`src/rtl/pool_fmap_buffer_if.sv`:
```
// Stream bundle between the pooler, the ping-pong feature-map buffer and the
// next convolution layer: a strobe-only write side carrying pooled results in,
// and a valid/ready read side streaming each finished map out in raster order.
interface pool_fmap_buffer_if #(
  parameter int DW = 16,
  parameter int AW = 6
);
  // Write side (pooler -> buffer)
  logic          wr_en;
  logic [AW-1:0] wr_addr;
  logic [DW-1:0] wr_data;
  logic          in_ready;

  // Read side (buffer -> next layer)
  logic          out_valid;
  logic          out_ready;
  logic [DW-1:0] out_data;
  logic [AW-1:0] out_idx;
  logic          out_last;

  // The buffer itself
  modport slave (
    input  wr_en, wr_addr, wr_data, out_ready,
    output in_ready, out_valid, out_data, out_idx, out_last
  );

  // The surrounding pipeline: pooler on the write side, consumer on the read side
  modport master (
    output wr_en, wr_addr, wr_data, out_ready,
    input  in_ready, out_valid, out_data, out_idx, out_last
  );
endinterface

```
`src/rtl/pool_fmap_buffer.sv`:
```
// Ping-pong feature-map buffer behind the max-pooling stage. Pooled results are
// written by raster address into the free bank; once a bank has received ENT
// writes it is marked full and streamed out in raster order while the other
// bank fills. Drops are flagged by two sticky error bits.
module pool_fmap_buffer #(
  parameter int DW  = 16,
  parameter int MAP = 4,
  parameter int AW  = 6
) (
  input  logic                clk,
  input  logic                rst_n,
  pool_fmap_buffer_if.slave   bus,
  output logic [1:0]          bank_full,
  output logic                overflow,
  output logic                addr_err
);

  localparam int            ENT      = MAP * MAP;
  localparam int            IW       = (ENT > 1) ? $clog2(ENT) : 1;
  localparam logic [AW:0]   ENT_W    = (AW + 1)'(ENT);
  localparam logic [AW-1:0] LAST_IDX = AW'(ENT - 1);

  typedef enum logic {
    R_IDLE,
    R_SEND
  } rd_state_e;

  // Both banks share one array; the bank select is the top index bit.
  // NOTE: the storage array is deliberately not reset: its contents are only
  // ever read after a full set of writes, so a reset port would buy nothing.
  logic [DW-1:0] mem [2**(IW+1)];

  logic          wr_bank;
  logic          rd_bank;
  logic [AW-1:0] wr_cnt;
  logic          in_ready;
  logic          addr_ok;
  logic          wr_accept;
  logic          wr_complete;

  rd_state_e     state_q, state_d;
  logic          load;
  logic [AW-1:0] load_idx;
  logic          rd_release;

  logic          out_valid_q;
  logic [DW-1:0] out_data_q;
  logic [AW-1:0] out_idx_q;
  logic          out_last_q;

  assign addr_ok     = {1'b0, bus.wr_addr} < ENT_W;
  assign in_ready    = !bank_full[wr_bank];
  assign wr_accept   = bus.wr_en && in_ready && addr_ok;
  assign wr_complete = wr_accept && (wr_cnt == LAST_IDX);

  assign bus.in_ready  = in_ready;
  assign bus.out_valid = out_valid_q;
  assign bus.out_data  = out_data_q;
  assign bus.out_idx   = out_idx_q;
  assign bus.out_last  = out_last_q;

  // Capture accepted pooled results into the current write bank.
  always_ff @(posedge clk) begin
    if (wr_accept) begin
      mem[{wr_bank, bus.wr_addr[IW-1:0]}] <= bus.wr_data;
    end
  end

  // Write-side bookkeeping: write count, bank toggle and sticky drop flags.
  // NOTE: every clocked register uses non-blocking assignment so all state
  // updates see the pre-edge values, matching flip-flop behaviour.
  always_ff @(posedge clk) begin
    if (!rst_n) begin
      wr_bank  <= 1'b0;
      wr_cnt   <= '0;
      overflow <= 1'b0;
      addr_err <= 1'b0;
    end else begin
      if (wr_accept) begin
        if (wr_complete) begin
          wr_cnt  <= '0;
          wr_bank <= ~wr_bank;
        end else begin
          wr_cnt  <= wr_cnt + AW'(1);
        end
      end
      // An out-of-range address is reported as such even when no bank is free.
      if (bus.wr_en && !addr_ok) begin
        addr_err <= 1'b1;
      end
      if (bus.wr_en && addr_ok && !in_ready) begin
        overflow <= 1'b1;
      end
    end
  end

  // Full flags: set by the write side, cleared by the read side. They never
  // name the same bank on one edge, so the two updates are independent.
  always_ff @(posedge clk) begin
    if (!rst_n) begin
      bank_full <= 2'b00;
    end else begin
      if (wr_complete) begin
        bank_full[wr_bank] <= 1'b1;
      end
      if (rd_release) begin
        bank_full[rd_bank] <= 1'b0;
      end
    end
  end

  // Read FSM next-state and element-load decisions.
  // NOTE: all outputs of this block get a default first, so no path leaves a
  // signal unassigned and no latch is inferred.
  always_comb begin
    state_d    = state_q;
    load       = 1'b0;
    load_idx   = '0;
    rd_release = 1'b0;
    case (state_q)
      R_IDLE: begin
        if (bank_full[rd_bank]) begin
          load    = 1'b1;
          state_d = R_SEND;
        end
      end
      R_SEND: begin
        if (out_valid_q && bus.out_ready) begin
          if (out_idx_q == LAST_IDX) begin
            rd_release = 1'b1;
            state_d    = R_IDLE;
          end else begin
            load     = 1'b1;
            load_idx = out_idx_q + AW'(1);
          end
        end
      end
      default: state_d = R_IDLE;
    endcase
  end

  // Read state register and registered output element; outputs hold while stalled.
  always_ff @(posedge clk) begin
    if (!rst_n) begin
      state_q     <= R_IDLE;
      rd_bank     <= 1'b0;
      out_valid_q <= 1'b0;
      out_data_q  <= '0;
      out_idx_q   <= '0;
      out_last_q  <= 1'b0;
    end else begin
      state_q <= state_d;
      if (load) begin
        out_valid_q <= 1'b1;
        out_data_q  <= mem[{rd_bank, load_idx[IW-1:0]}];
        out_idx_q   <= load_idx;
        out_last_q  <= (load_idx == LAST_IDX);
      end else if (rd_release) begin
        out_valid_q <= 1'b0;
        out_last_q  <= 1'b0;
        rd_bank     <= ~rd_bank;
      end
    end
  end

endmodule

```
`src/flat_wrapper.sv`:
```
// flat-port wrapper written by rule: the top's interface ports become plain ports
module pool_fmap_buffer_flat 
#(
  parameter int DW  = 16,
  parameter int MAP = 4,
  parameter int AW  = 6
)
  (clk, rst_n, bank_full, overflow, addr_err, bus_wr_en, bus_wr_addr, bus_wr_data, bus_out_ready, bus_in_ready, bus_out_valid, bus_out_data, bus_out_idx, bus_out_last);
  pool_fmap_buffer_if #(.DW(DW), .AW(AW)) bus_i ();
  input  logic clk;
  input  logic rst_n;
  output logic [1:0] bank_full;
  output logic overflow;
  output logic addr_err;
  input wire logic [$bits(bus_i.wr_en)-1:0] bus_wr_en;
  input wire logic [$bits(bus_i.wr_addr)-1:0] bus_wr_addr;
  input wire logic [$bits(bus_i.wr_data)-1:0] bus_wr_data;
  input wire logic [$bits(bus_i.out_ready)-1:0] bus_out_ready;
  output wire logic [$bits(bus_i.in_ready)-1:0] bus_in_ready;
  output wire logic [$bits(bus_i.out_valid)-1:0] bus_out_valid;
  output wire logic [$bits(bus_i.out_data)-1:0] bus_out_data;
  output wire logic [$bits(bus_i.out_idx)-1:0] bus_out_idx;
  output wire logic [$bits(bus_i.out_last)-1:0] bus_out_last;
  assign bus_i.wr_en = bus_wr_en;
  assign bus_i.wr_addr = bus_wr_addr;
  assign bus_i.wr_data = bus_wr_data;
  assign bus_i.out_ready = bus_out_ready;
  assign bus_in_ready = bus_i.in_ready;
  assign bus_out_valid = bus_i.out_valid;
  assign bus_out_data = bus_i.out_data;
  assign bus_out_idx = bus_i.out_idx;
  assign bus_out_last = bus_i.out_last;
  pool_fmap_buffer #(.DW(DW), .MAP(MAP), .AW(AW)) u_core (.clk(clk), .rst_n(rst_n), .bus(bus_i), .bank_full(bank_full), .overflow(overflow), .addr_err(addr_err));
endmodule
```
`config.mk`:
```
export PLATFORM = sky130hd
export DESIGN_NAME = pool_fmap_buffer_flat
export DESIGN_NICKNAME = d
export VERILOG_FILES = /design/src/rtl/pool_fmap_buffer_if.sv /design/src/rtl/pool_fmap_buffer.sv /design/src/flat_wrapper.sv
export SDC_FILE = /design/constraint.sdc
export NUM_CORES = 1
export LEC_CHECK = 0
export BUFFER_PORTS_ARGS = -buffer_cell sky130_fd_sc_hd__buf_2
export CAP_MARGIN = 10
export CORE_MARGIN = 3
export CORE_UTILIZATION = 46
export DETAILED_ROUTE_END_ITERATION = 16
export GPL_ROUTABILITY_DRIVEN = 0
export PLACE_DENSITY = 0.71
export SLEW_MARGIN = 40
export SYNTH_ARGS = -nofsm -noshare
export SYNTH_HDL_FRONTEND = slang
export SYNTH_SLANG_ARGS = --single-unit
```
`constraint.sdc`:
```
create_clock -name clk -period 7.1 [get_ports clk]
set_clock_uncertainty 0.2 [all_clocks]
set_input_delay 1.065 -clock clk [delete_from_list [all_inputs] [get_ports clk]]
set_output_delay 1.065 -clock clk [all_outputs]
set_load 0.01 [all_outputs]
```
Word level (Yosys, flattened, before mapping)
Memories as Yosys holds them, arrays and structs flattened. A register that Yosys moved wholly into a read port is not among the register bits.
Index checks and enable logic that the tools add are counted.
{"block": "totals", "in_bits": 26, "out_inout_bits": 29, "ram_bits": 512, "mem_count": 1, "regBits": 21}
{"name": "u_core.mem", "depth": 32, "width": 16, "rd": 1, "rd_ports_with_merged_regs": 1, "write_ports": 1, "line_no": "pool_fmap_buffer.sv:31", "text": "logic [DW-1:0] mem [2**(IW+1)];"}
{"block": "op_classes", "n_lt_le_gt_ge": 5, "reduce_logical": 15, "bitwise": 7, "add_sub_neg": 2, "n_eq_ne": 3, "muxes": 29}
{"cell": "2-to-1 mux 6 bit", "n": 4}
{"cell": "== test 6 x 4 -> 1 bit (second input constant)", "n": 3}
{"cell": "2-to-1 mux 1 bit", "n": 18}
{"cell": "adder 6 x 1 -> 6 bit (second input constant)", "n": 2}
{"cell": "logical AND 1 bit", "n": 9}
{"cell": "less-than comparator 6 x 5 -> 1 bit (second input constant)", "n": 1}
{"cell": "2-to-1 mux 2 bit", "n": 3}
{"cell": "less-than comparator 1 x 2 -> 1 bit (second input constant)", "n": 2}
{"cell": "inverter 1 bit", "n": 4}
{"cell": "one-hot mux 1 bit (2 select lines)", "n": 2}
{"cell": "AND reduction 2 bit", "n": 2}
{"cell": "zero test 1 bit", "n": 3}
{"cell": "AND 2 bit", "n": 1}
{"cell": "demux 1 bit (select 1 bit)", "n": 2}
{"cell": "greater-or-equal comparator 1 bit (second input constant)", "n": 2}
{"cell": "inverter 2 bit", "n": 1}
{"cell": "bitwise OR 2 bit", "n": 1}
{"cell": "nonzero test 2 bit", "n": 1}

Logic depth before layout (Yosys ltp)
Gate-level depths: netlist of run 1.
{"block": "logic_depth", "word_depth": 10, "ltp_mapped": 9, "mapped_depth_nobuf": 7}

Worst setup path before layout of run 1
No wires, ideal clock.
{"block": "synth_path", "path_type": "input port to flip-flop", "startpoint": "input bus_wr_addr[4]", "endpoint": "memory u_core.mem[28][0] (enable)", "required_ns": 6.512, "stages": 5, "slack_ns": 3.773, "t_arrival_ns": 2.739, "setup_ns": 0.388, "path_cell_list": "nor3b_1 nand2_1 or3_1 clkbuf_1 nor2_1"}
{"block": "synth_via", "elab_chain_cells": 4}
{"item": "start: declaration", "line_no": "flat_wrapper.sv:16", "text": "input wire logic [$bits(bus_i.wr_addr)-1:0] bus_wr_addr;"}
{"item": "less-than comparator 6 x 5 -> 1 bit", "line_no": "pool_fmap_buffer.sv:51", "text": "assign addr_ok = {1'b0, bus.wr_addr} < ENT_W;"}
{"item": "logical AND 1 bit", "line_no": "pool_fmap_buffer.sv:53", "text": "assign wr_accept = bus.wr_en && in_ready && addr_ok;"}
{"item": "2-to-1 mux 1 bit", "line_no": "pool_fmap_buffer.sv:64", "text": "if (wr_accept) begin"}
{"item": "2-to-1 mux 1 bit (implied by the code)", "line_no": "pool_fmap_buffer.sv:65", "text": "mem[{wr_bank, bus.wr_addr[IW-1:0]}] <= bus.wr_data;"}
{"item": "end: declaration", "line_no": "pool_fmap_buffer.sv:31"}
No other way between the ends.

Worst setup path in the final report of run 1
{"block": "layout_path", "startpoint": "register u_core.out_idx_q[0] (netlist: u_core.bus.out_idx[0])", "endpoint": "register u_core.out_data_q[7] (netlist: u_core.bus.out_data[7]) (read register of u_core.mem)"}
{"block": "layout_via", "elab_chain_cells": 4, "elab_cells_between_ends": 8}
{"item": "start: declaration", "line_no": "pool_fmap_buffer.sv:48", "text": "logic [AW-1:0] out_idx_q;"}
{"item": "start signal: assignment", "line_no": "pool_fmap_buffer.sv:156", "text": "out_idx_q <= load_idx;"}
{"item": "adder 6 x 1 -> 6 bit / == test 6 x 4 -> 1 bit (equally long branches)", "line_no": "pool_fmap_buffer.sv:134, pool_fmap_buffer.sv:129"}
{"item": "2-to-1 mux 6 bit / 2-to-1 mux 1 bit (equally long branches)", "line_no": "pool_fmap_buffer.sv:129", "text": "if (out_idx_q == LAST_IDX) begin"}
{"item": "2-to-1 mux 6 bit / 2-to-1 mux 1 bit (equally long branches)", "line_no": "pool_fmap_buffer.sv:128", "text": "if (out_valid_q && bus.out_ready) begin"}
{"item": "2-to-1 mux 6 bit / one-hot mux 1 bit (2 select lines) (equally long branches)", "line_no": "pool_fmap_buffer.sv:120", "text": "case (state_q)"}
{"item": "end: declaration", "line_no": "pool_fmap_buffer.sv:47", "text": "logic [DW-1:0] out_data_q;"}
Several ways; a longest one is shown, not always the timed one.
A chain may end at the register's enable or synchronous reset.

==> flow_summary.rst, run 1 <==
.. list-table::
   :header-rows: 1

   * - Metric
     - Value
   * - Final global-route overflow total
     - 0
   * - Number of hold buffers added after cts
     - 0
   * - Int Power
     - 5.059 mW
   * - Input/output buffers
     - 54
   * - Leakage power summed over all cells
     - 7.776 nW
   * - Combined flip-flop and latch cell area
     - 0.01612 mm2
   * - Sequential area share after synthesis
     - 0.7438
   * - Maximum clock frequency
     - 0.2582 GHz
   * - Cells on worst reg2reg path
     - 7
   * - CP Launch Type
     - flop
   * - Final setup violation count
     - 0
   * - Number of search-and-repair iterations in the first detailed-routing pass
     - 8
   * - I/O Pins
     - 55
   * - RR Endpoint
     - u_core.bus.out_data[7]
   * - CTS H-tree lvls
     - 2
   * - Worst-case clock buffer depth
     - 3
   * - Critical path endpoint category
     - flop
   * - Syn avg cell area
     - 15.85 um2
   * - DIE HEIGHT
     - 223.0 um
   * - Data required, critical path
     - around 7.3 ns
   * - Termination of the worst setup path
     - u_core.bus.out_data[7]
   * - Number of routed nets with antenna violations
     - 0
   * - Total via count in the routed design
     - 12980
   * - Top cell type by total area after synthesis
     - edfxtp_1
   * - Clock buffers created by TritonCTS
     - 53
   * - Net count, final
     - roughly 1500
   * - Unique cell type count in the Yosys netlist
     - 67
   * - Kind of cell adding the most delay to the critical path
     - compound AO/OA/AOI/OAI gates
   * - Max-capacitance violation count
     - 0
   * - Signed area change from the synthesized netlist to the final layout
     - 12.28%
   * - Multi-input gate area in the final layout
     - 0.005039 mm2
   * - Measured slew at the worst slew-check pin
     - 0.8717 ns
   * - Area contributors post-synth
     - edfxtp_1 71%, dfxtp_1 3.4%, mux2i_1 2.5%
   * - Run status
     - completed
   * - Worst reg2reg startpoint
     - u_core.bus.out_idx[0]
   * - Part of the total power dissipated in the clock network
     - 0.426
   * - Placeable core region
     - 0.04597 mm2
   * - Drt via density
     - 6.241
   * - Switching part of the total power
     - 0.1965
   * - Fill cell instance count of the final layout
     - 3578
   * - Maximum number of pins on one net before global-route repair
     - 70
   * - Number of diodes
     - 0
   * - Antenna violations before repair
     - 1
   * - Number of synthesis warnings
     - 0
   * - Worst Setup Path Type
     - flop to flop
   * - Async set or reset register ratio after synthesis
     - 0
   * - Post-CTS resize count
     - 0
   * - Fraction of layout cells with a size suffix above 1
     - 0.1690
   * - Via count of the first global-routing pass
     - around 13000
   * - RSZ-0062 raised after global routing
     - no
   * - All-Layer GR Usage
     - 0.2126
   * - Hold Violations, Final
     - 0
   * - Wire length reported by the detailed router
     - 54050 um
   * - Buffer and inverter count on the worst path
     - 1
   * - Relative slew slack
     - 0.4189
   * - Routed wire length per instance
     - between 20 and 30 um
   * - Post-Synthesis Cells
     - 1367
   * - Die boundary width
     - 223.0 um
   * - Crit-path max cell delay
     - 0.66 ns
   * - Clock-pin transition on the worst setup and hold timing paths
     - 0.06 ns
   * - Final-layout setup total negative slack
     - 0 ns
   * - Post CTS Setup Buffer Count
     - 0
   * - Power density of the placed cells
     - 258.8 mW/mm2
   * - CP max-delay cell
     - o211ai_4
   * - Post-layout minimum cycle time
     - 3.874 ns
   * - Detailed-route DRC error count
     - 0
   * - Net count after synthesis
     - 1395
   * - Maximum net fanout on the critical path
     - 69
   * - Clock Tree Root
     - clkbuf_16
   * - Die area
     - approximately 0.05 mm2
   * - Placement Rows
     - 78
   * - Estimated wirelength of the detail-placed design
     - 31590 um
   * - Final worst-path cycle share
     - 0.5456
   * - Crit path DAT
     - 4.11 ns
   * - Flop pwr share
     - 0.562
   * - Switching power of the nets
     - between 1 and 1.5 mW
   * - Maximum resistive drop on vdd
     - 0.1963 mV
   * - Clock tree from TritonCTS
     - yes
   * - Share of the synthesized area in the top cell type
     - 0.7096
   * - First-iteration detailed-routing DRC count
     - 1559
   * - Total count of max-transition violations in the final report
     - 0
   * - Startpoint of the tightest hold check path
     - u_core.addr_err
   * - Combinational share of power
     - 0.012
   * - Register bit count reported by yosys
     - 549
   * - WP depth
     - 7
   * - Launching instance or port of the critical path
     - u_core.bus.out_idx[0]
   * - Critical-path cell list
     - ha_1, nand3_4, o211ai_4, buf_6, mux4_2, a32oi_1, nand4_1
   * - Worst R2R Setup Slack
     - 3.23 ns
   * - Power consumption
     - 6.296 mW
   * - Count of flip-flops with a built-in enable after synthesis
     - between 500 and 600
   * - Top_reg_cell synth
     - edfxtp_1
   * - Cell area after synthesis
     - ~0.022 mm2
   * - Sink Count
     - 549
   * - Skew-Pair Late Insertion Delay
     - approximately 0.59 ns
   * - Global-route wire length before repair
     - 80850 um
   * - Hold Path Class
     - flop to flop
   * - Effective utilization at floorplan
     - 0.4713
## metrics by stage
| step | std cells | hold WS [ns] | cell area, um2 | util | setup slack (ns) |
|---|---|---|---|---|---|
| after detailed placement | 1980 | 0.2450 | 22660 | 0.4930 | 3.081 |
| after floorplan | 1367 | 0.2492 | 21670 | - | 3.773 |
| after CTS | 2078 | 0.2551 | 24310 | 0.5288 | 3.045 |
| after global routing | 2079 | 0.2928 | 24330 | 0.5292 | 3.059 |
| final | 2079 | 0.2523 | 24330 | 0.5292 | 3.226 |
| after global placement | 1975 | 0.2283 | 22550 | 0.4906 | 2.787 |
## cell families after synthesis
kind of cell    count (synthesis)  share of synthesized area
fa+ha+maj                       2                   0.001155
mux                            62                    0.03170
xor+xnor                       10                   0.004736
buf+inv                       105                    0.02593
compound gates                355                     0.1291
flops                         549                     0.7438
simple gates                  284                    0.06353
## cell usage after synthesis (all sizes together) (2+ instances only)
cell,number
edfxtp,512
nand2,108
o21ai,76
buf,66
nor2,60
a221oi,54
mux2i,54
a21oi,46
a22oi,44
a211oi,38
dfxtp,37
nand3,33
clkbuf,28
o221ai,27
a221o,22
nand4,22
o22ai,19
and2,17
and3,14
inv,11
o211ai,10
a32oi,9
or3,9
xor2,6
mux4,5
a311oi,4
nand3b,4
nor3,4
xnor2,4
mux2,3
ha,2
nand4b,2
nor2b,2
nor3b,2
or2,2
or3b,2
or4,2
## sequential cells by signal (all words and copies together) (netlist names)
signal and count:
u_core.rd_bank 1, u_core.bus.out_last 1, u_core.overflow 1, u_core.wr_bank 1
u_core.bus.out_valid 1, u_core.addr_err 1, u_core.wr_cnt 6, u_core.bus.out_idx 6
u_core.mem 512, u_core.state_q 1, u_core.bus.out_data 16, u_core.bank_full 2
## cells in the final DEF (no fill, tap or decap), types with 16 or more instances in the layout
| cell | count |
|---|---|
| a221oi_2 | 30 |
| a221oi_1 | 24 |
| nand4_1 | 22 |
| a221o_1 | 22 |
| o21ai_0 | 59 |
| o21ai_1 | 16 |
| nand3_1 | 31 |
| buf_4 | 46 |
| o22ai_1 | 19 |
| clkbuf_16 | 53 |
| edfxtp_1 | 512 |
| a211oi_1 | 37 |
| o221ai_1 | 27 |
| mux2i_1 | 54 |
| a22oi_1 | 43 |
| a21oi_1 | 44 |
| dfxtp_1 | 36 |
| buf_2 | 54 |
| nor2_1 | 55 |
| nand2_1 | 107 |
## cell type report
class,instances,area share
clock buffers,71,0.05977
clock inverters,27,0.007921
inverters,11,0.001697
multi-input cells,713,0.2071
flip-flops and latches,549,0.6626
well taps,600,0.03086
repair buffers,108,0.02999
## power groups by stage
| stage | combinational [mW] | clock, mW | sequential (mW) |
|---|---|---|---|
| 2_1_floorplan | 0.0118 | 0 | 3.61 |
| 3_3_place_gp | 0.0698 | 0 | 3.61 |
| 3_5_place_dp | 0.0736 | 0 | 3.61 |
| 4_1_cts | 0.0736 | 2.71 | 3.54 |
| 5_1_grt | 0.0808 | 2.83 | 3.54 |
| 6_report | 0.0738 | 2.68 | 3.54 |
## worst min path at each step
stage	to	slack, ns	cells after the start
after floorplan	u_core.wr_cnt[1]	0.25	2
after global placement	u_core.addr_err	0.23	2
after detailed placement	u_core.addr_err	0.25	2
after CTS	u_core.addr_err	0.26	2
after global routing	u_core.addr_err	0.29	2
final	u_core.addr_err	0.25	2
## metal layers
metal  vias to the layer above  part of all wire  GRT usage
li1                       5625                 -          -
met1                      6537              0.40     0.2933
met2                       698              0.48     0.3381
met3                       114             0.097    0.04237
met4                         2             0.029    0.07670
met5                         -           0.00022          0
## worst reg2reg max path: cells and delay by family, from the launching register on
family	cells	cell delay, ns
compound gates	2	0.86
flops	1	0.57
buf+inv	1	0.59
simple gates	2	0.36
mux	1	0.63
fa+ha+maj	1	0.52
No activity file was read; power rests on OpenSTA's default activity.
==> run 2, diff against run 1 <==
Settings changed: ABC_AREA from default to 1.
Clock period 7.1 ns to 3.8 ns, I/O delays scaled along.
==> run 2 against run 1 <==
  * Synthesized cell count increased by 65%
  * First-iteration DRC count grew 30%
  * Combinational power rose by 110%
  * Wire length is 19% higher
  * Sequential cell count did not move
  * Register-to-register slack got worse by 2.9 ns
  * Critical path type unchanged
  * Largest cell class unchanged
==> flow_summary.rst, run 2 <==
.. list-table::
   :header-rows: 1

   * - Metric
     - Value
   * - Run status
     - completed (unchanged)
   * - Number of routed nets with antenna violations
     - 0 (unchanged)
   * - Share of the synthesized area in the top cell type
     - 0.6434 (was 0.7096)
   * - All-Layer GR Usage
     - 0.2348 (was 0.2126)
   * - Fraction of layout cells with a size suffix above 1
     - 0.09044 (was 0.1690)
   * - Sink Count
     - 549 (unchanged)
   * - Total via count in the routed design
     - 17070 (was 12980)
   * - Area contributors post-synth
     - edfxtp_1 64%, nand3_1 7.7%, inv_1 5.1% (was edfxtp_1 71%, dfxtp_1 3.4%, mux2i_1 2.5%)
   * - Input/output buffers
     - 54 (unchanged)
   * - Worst R2R Setup Slack
     - 0.36 ns (was 3.23 ns)
   * - Net count after synthesis
     - 2281 (was 1395)
   * - Crit path DAT
     - 3.72 ns (was 4.11 ns)
   * - DIE HEIGHT
     - 233.9 um (was 223.0 um)
   * - Flip-flop count of the largest register after layout
     - 512 (unchanged)
   * - CP Launch Type
     - flop (unchanged)
   * - Post-CTS resize count
     - 0 (unchanged)
   * - Most frequent cell on the critical path
     - nand3_1
   * - Worst-case clock buffer depth
     - 3 (unchanged)
   * - Cell area after synthesis
     - 0.02390 mm2 (was 0.02167 mm2)
   * - Hold Path Class
     - primary input to flop (was flop to flop)
   * - Number of search-and-repair iterations in the first detailed-routing pass
     - 7 (was 8)
   * - Power density of the placed cells
     - 454.5 mW/mm2 (was 258.8 mW/mm2)
   * - Final-layout setup total negative slack
     - 0 ns (unchanged)
   * - Worst Setup Path Type
     - flop to flop (unchanged)
   * - Max-capacitance violation count
     - 0 (unchanged)
   * - Number of hold buffers added after cts
     - 0 (unchanged)
   * - Met1 GRT Util
     - 0.3134 (was 0.2933)
   * - Non-filler instance count after layout
     - 2998 (was 2079)
   * - CP max-delay cell
     - dfxtp_1 (was o211ai_4)
   * - Crit-path max cell delay
     - 0.53 ns (was 0.66 ns)
   * - Sequential area share after synthesis
     - 0.6744 (was 0.7438)
   * - First-iteration detailed-routing DRC count
     - 2029 (was 1559)
   * - Async set or reset register ratio after synthesis
     - 0 (unchanged)
   * - Data required, critical path
     - 4.07 ns (was 7.34 ns)
   * - Global-route wire length before repair
     - 97120 um (was 80850 um)
   * - Met3 Track Usage GR
     - 0.05515 (was 0.04237)
   * - RSZ-0062 raised after global routing
     - no (unchanged)
   * - Hold Violations, Final
     - 0 (unchanged)
   * - Die boundary width
     - 233.9 um (was 223.0 um)
   * - Measured slew at the worst slew-check pin
     - 0.8491 ns (was 0.8717 ns)
   * - Estimated wirelength of the detail-placed design
     - 35550 um (was 31590 um)
   * - Count of flip-flops with a built-in enable after synthesis
     - 512 (unchanged)
   * - Drt via density
     - 5.693 (was 6.241)
   * - Syn avg cell area
     - 10.61 um2 (was 15.85 um2)
   * - Die area
     - 0.05472 mm2 (was 0.04974 mm2)
   * - Critical-path cell list
     - ha_1, nand2_2, nor2_4, nand2_8, nand3_4, buf_12, buf_4, nand2_1, nand3_1, nand3_1, nand3_1, nand3_1, nand2_1, a21oi_1 (was ha_1, nand3_4, o211ai_4, buf_6, mux4_2, a32oi_1, nand4_1)
   * - Commonest cells after routing, fill and taps aside
     - 512 x edfxtp_1, 368 x nand3_1, 323 x inv_1 (was 512 x edfxtp_1, 107 x nand2_1, 59 x o21ai_0)
   * - Maximum clock frequency
     - 0.2905 GHz (was 0.2582 GHz)
   * - Clock tree from TritonCTS
     - yes (unchanged)
   * - Final global-route overflow total
     - 0 (unchanged)
   * - Total count of max-transition violations in the final report
     - 0 (unchanged)
   * - Effective utilization at floorplan
     - 0.4715 (was 0.4713)
   * - Post CTS Setup Buffer Count
     - 0 (unchanged)
   * - I/O Pins
     - 55 (unchanged)
   * - CTS H-tree lvls
     - 2 (unchanged)
   * - Skew-Pair Late Insertion Delay
     - 0.62 ns (was 0.59 ns)
   * - Library cell with the highest instance count after synthesis
     - edfxtp_1 (unchanged)
   * - Maximum resistive drop on vdd
     - 0.4086 mV (was 0.1963 mV)
   * - GR Layer Usage met2
     - 0.3703 (was 0.3381)
   * - Clock buffers created by TritonCTS
     - 54 (was 53)
   * - Via count of the first global-routing pass
     - 16400 (was 12850)
   * - Net count, final
     - 2305 (was 1464)
   * - Number of synthesis warnings
     - 0 (unchanged)
   * - Signed area change from the synthesized netlist to the final layout
     - 11.41% (was 12.28%)
   * - Post-layout minimum cycle time
     - 3.442 ns (was 3.874 ns)
   * - Unique cell type count in the Yosys netlist
     - 31 (was 67)
   * - Top cell type by total area after synthesis
     - edfxtp_1 (unchanged)
   * - Placement Rows
     - 82 (was 78)
   * - Final worst-path cycle share
     - 0.9058 (was 0.5456)
   * - Wire length reported by the detailed router
     - 64190 um (was 54050 um)
   * - Relative slew slack
     - 0.4340 (was 0.4189)
   * - Routed wire length per instance
     - 21.41 um (was 26.00 um)
   * - Fill cell instance count of the final layout
     - 4335 (was 3578)
   * - Clock Tree Root
     - clkbuf_16 (unchanged)
   * - Critical path endpoint category
     - flop (unchanged)
   * - Placeable core region
     - 0.05068 mm2 (was 0.04597 mm2)
   * - Layer with the highest usage after global routing
     - met2 (unchanged)
   * - Most frequent standard cell in the layout excluding fill and tap cells
     - edfxtp_1 (unchanged)
   * - Register bit count reported by yosys
     - 549 (unchanged)
   * - Clock-pin transition on the worst setup and hold timing paths
     - 0.06 ns (about the same)
   * - Post-Synthesis Cells
     - 2253 (was 1367)
   * - Antenna violations before repair
     - 6 (was 1)
   * - Detailed-route DRC error count
     - 0 (unchanged)
   * - Kind of cell adding the most delay to the critical path
     - simple AND/OR/NAND/NOR gates (was compound AO/OA/AOI/OAI gates)
   * - Leakage power summed over all cells
     - 10.58 nW (was 7.776 nW)
   * - Maximum number of pins on one net before global-route repair
     - 106 (was 70)
   * - Buffer and inverter count on the worst path
     - 2 (was 1)
   * - Most frequent cells after synthesis
     - 512 x edfxtp_1, 368 x nand3_1, 323 x inv_1, 307 x nor2_1, 234 x nand2_1 (was 512 x edfxtp_1, 107 x nand2_1, 59 x o21ai_0, 58 x nor2_1, 54 x mux2i_1)
   * - Placed cell count
     - 2893 (was 1980)
   * - Final setup violation count
     - 0 (unchanged)
   * - Maximum net fanout on the critical path
     - 68 (was 69)
   * - Top_reg_cell synth
     - edfxtp_1 (unchanged)
## run 2: cell count changes in the layout (fill, tap and decap cells not counted), moves of 36 or more
cell | previous run | this run
mux2i_1 | 54 | 0
inv_1 | 11 | 323
nand4_1 | 22 | 163
a211oi_1 | 37 | 1
nor2_1 | 55 | 307
nand3_1 | 31 | 368
a22oi_1 | 43 | 0
nand2_1 | 107 | 234
## run 2: layer usage
metal  vias to the layer above  wire, um  share of wire
met5                         -        55        0.00086
met4                         8      2589          0.040
met3                       184      6900           0.11
met2                       882     29850           0.47
met1                      8225     24800           0.39
li1                       7768         -              -
## run 2: kinds of logic after synthesis
kind of cell	Yosys count	share of synthesized area
XOR/XNOR	2	0.0007332
AND/OR/NAND/NOR	1090	0.2111
flip-flops	549	0.6744
AO/OA/AOI/OAI	133	0.02817
buffers and inverters	477	0.08456
adder cells (fa/ha/maj)	2	0.001047
## run 2: layout make-up
type	instances	area, um2	area share
inverters	330	1249	0.04691
diodes	4	10.01	0.0003760
flip-flops and latches	549	16120	0.6053
multi-input cells	1227	5793	0.2176
well taps	672	840.8	0.03158
repair buffers	115	865.8	0.03252
clock inverters	30	312.8	0.01175
clock buffers	71	1435	0.05391
## run 2: metrics by stage
step	util	setup WS (ns)	area, um2	hold WS, ns	power, mW
detailed placement	0.4906	0.4467	24860	0.2510	6.898
CTS	0.5251	0.4377	26610	0.02299	12.16
global route	0.5251	0.2061	26610	0.04134	12.40
global placement	0.4906	0.5650	24860	0.2367	6.893
finish	0.5253	0.3578	26620	0.06027	12.10
floorplan	-	1.152	23900	0.2670	6.769
## run 2: worst paths after layout
check / depth (start not counted) / start / endpoint
hold reg to reg: 2 / u_core.addr_err / u_core.addr_err
hold / removal: 3 / bus_wr_en / u_core.addr_err
setup / recovery: 14 / u_core.bus.out_idx[0] / u_core.bus.out_data[0]
setup reg to reg: 14 / u_core.bus.out_idx[0] / u_core.bus.out_data[0]
## run 2: power by group
part | leakage (nW) | internal [mW] | switching [mW]
clock | 0.852 | 3.07 | 2.26
combinational | 4.83 | 0.0171 | 0.137
sequential | 4.90 | 6.61 | 0.00353
total | 10.6 | 9.70 | 2.40
## run 2: tightest hold or removal path, delay by kind of cell
| family | cells | cell delay [ns] |
|---|---|---|
| compound gates | 2 | 0.13 |
| buf+inv | 1 | 0.10 |
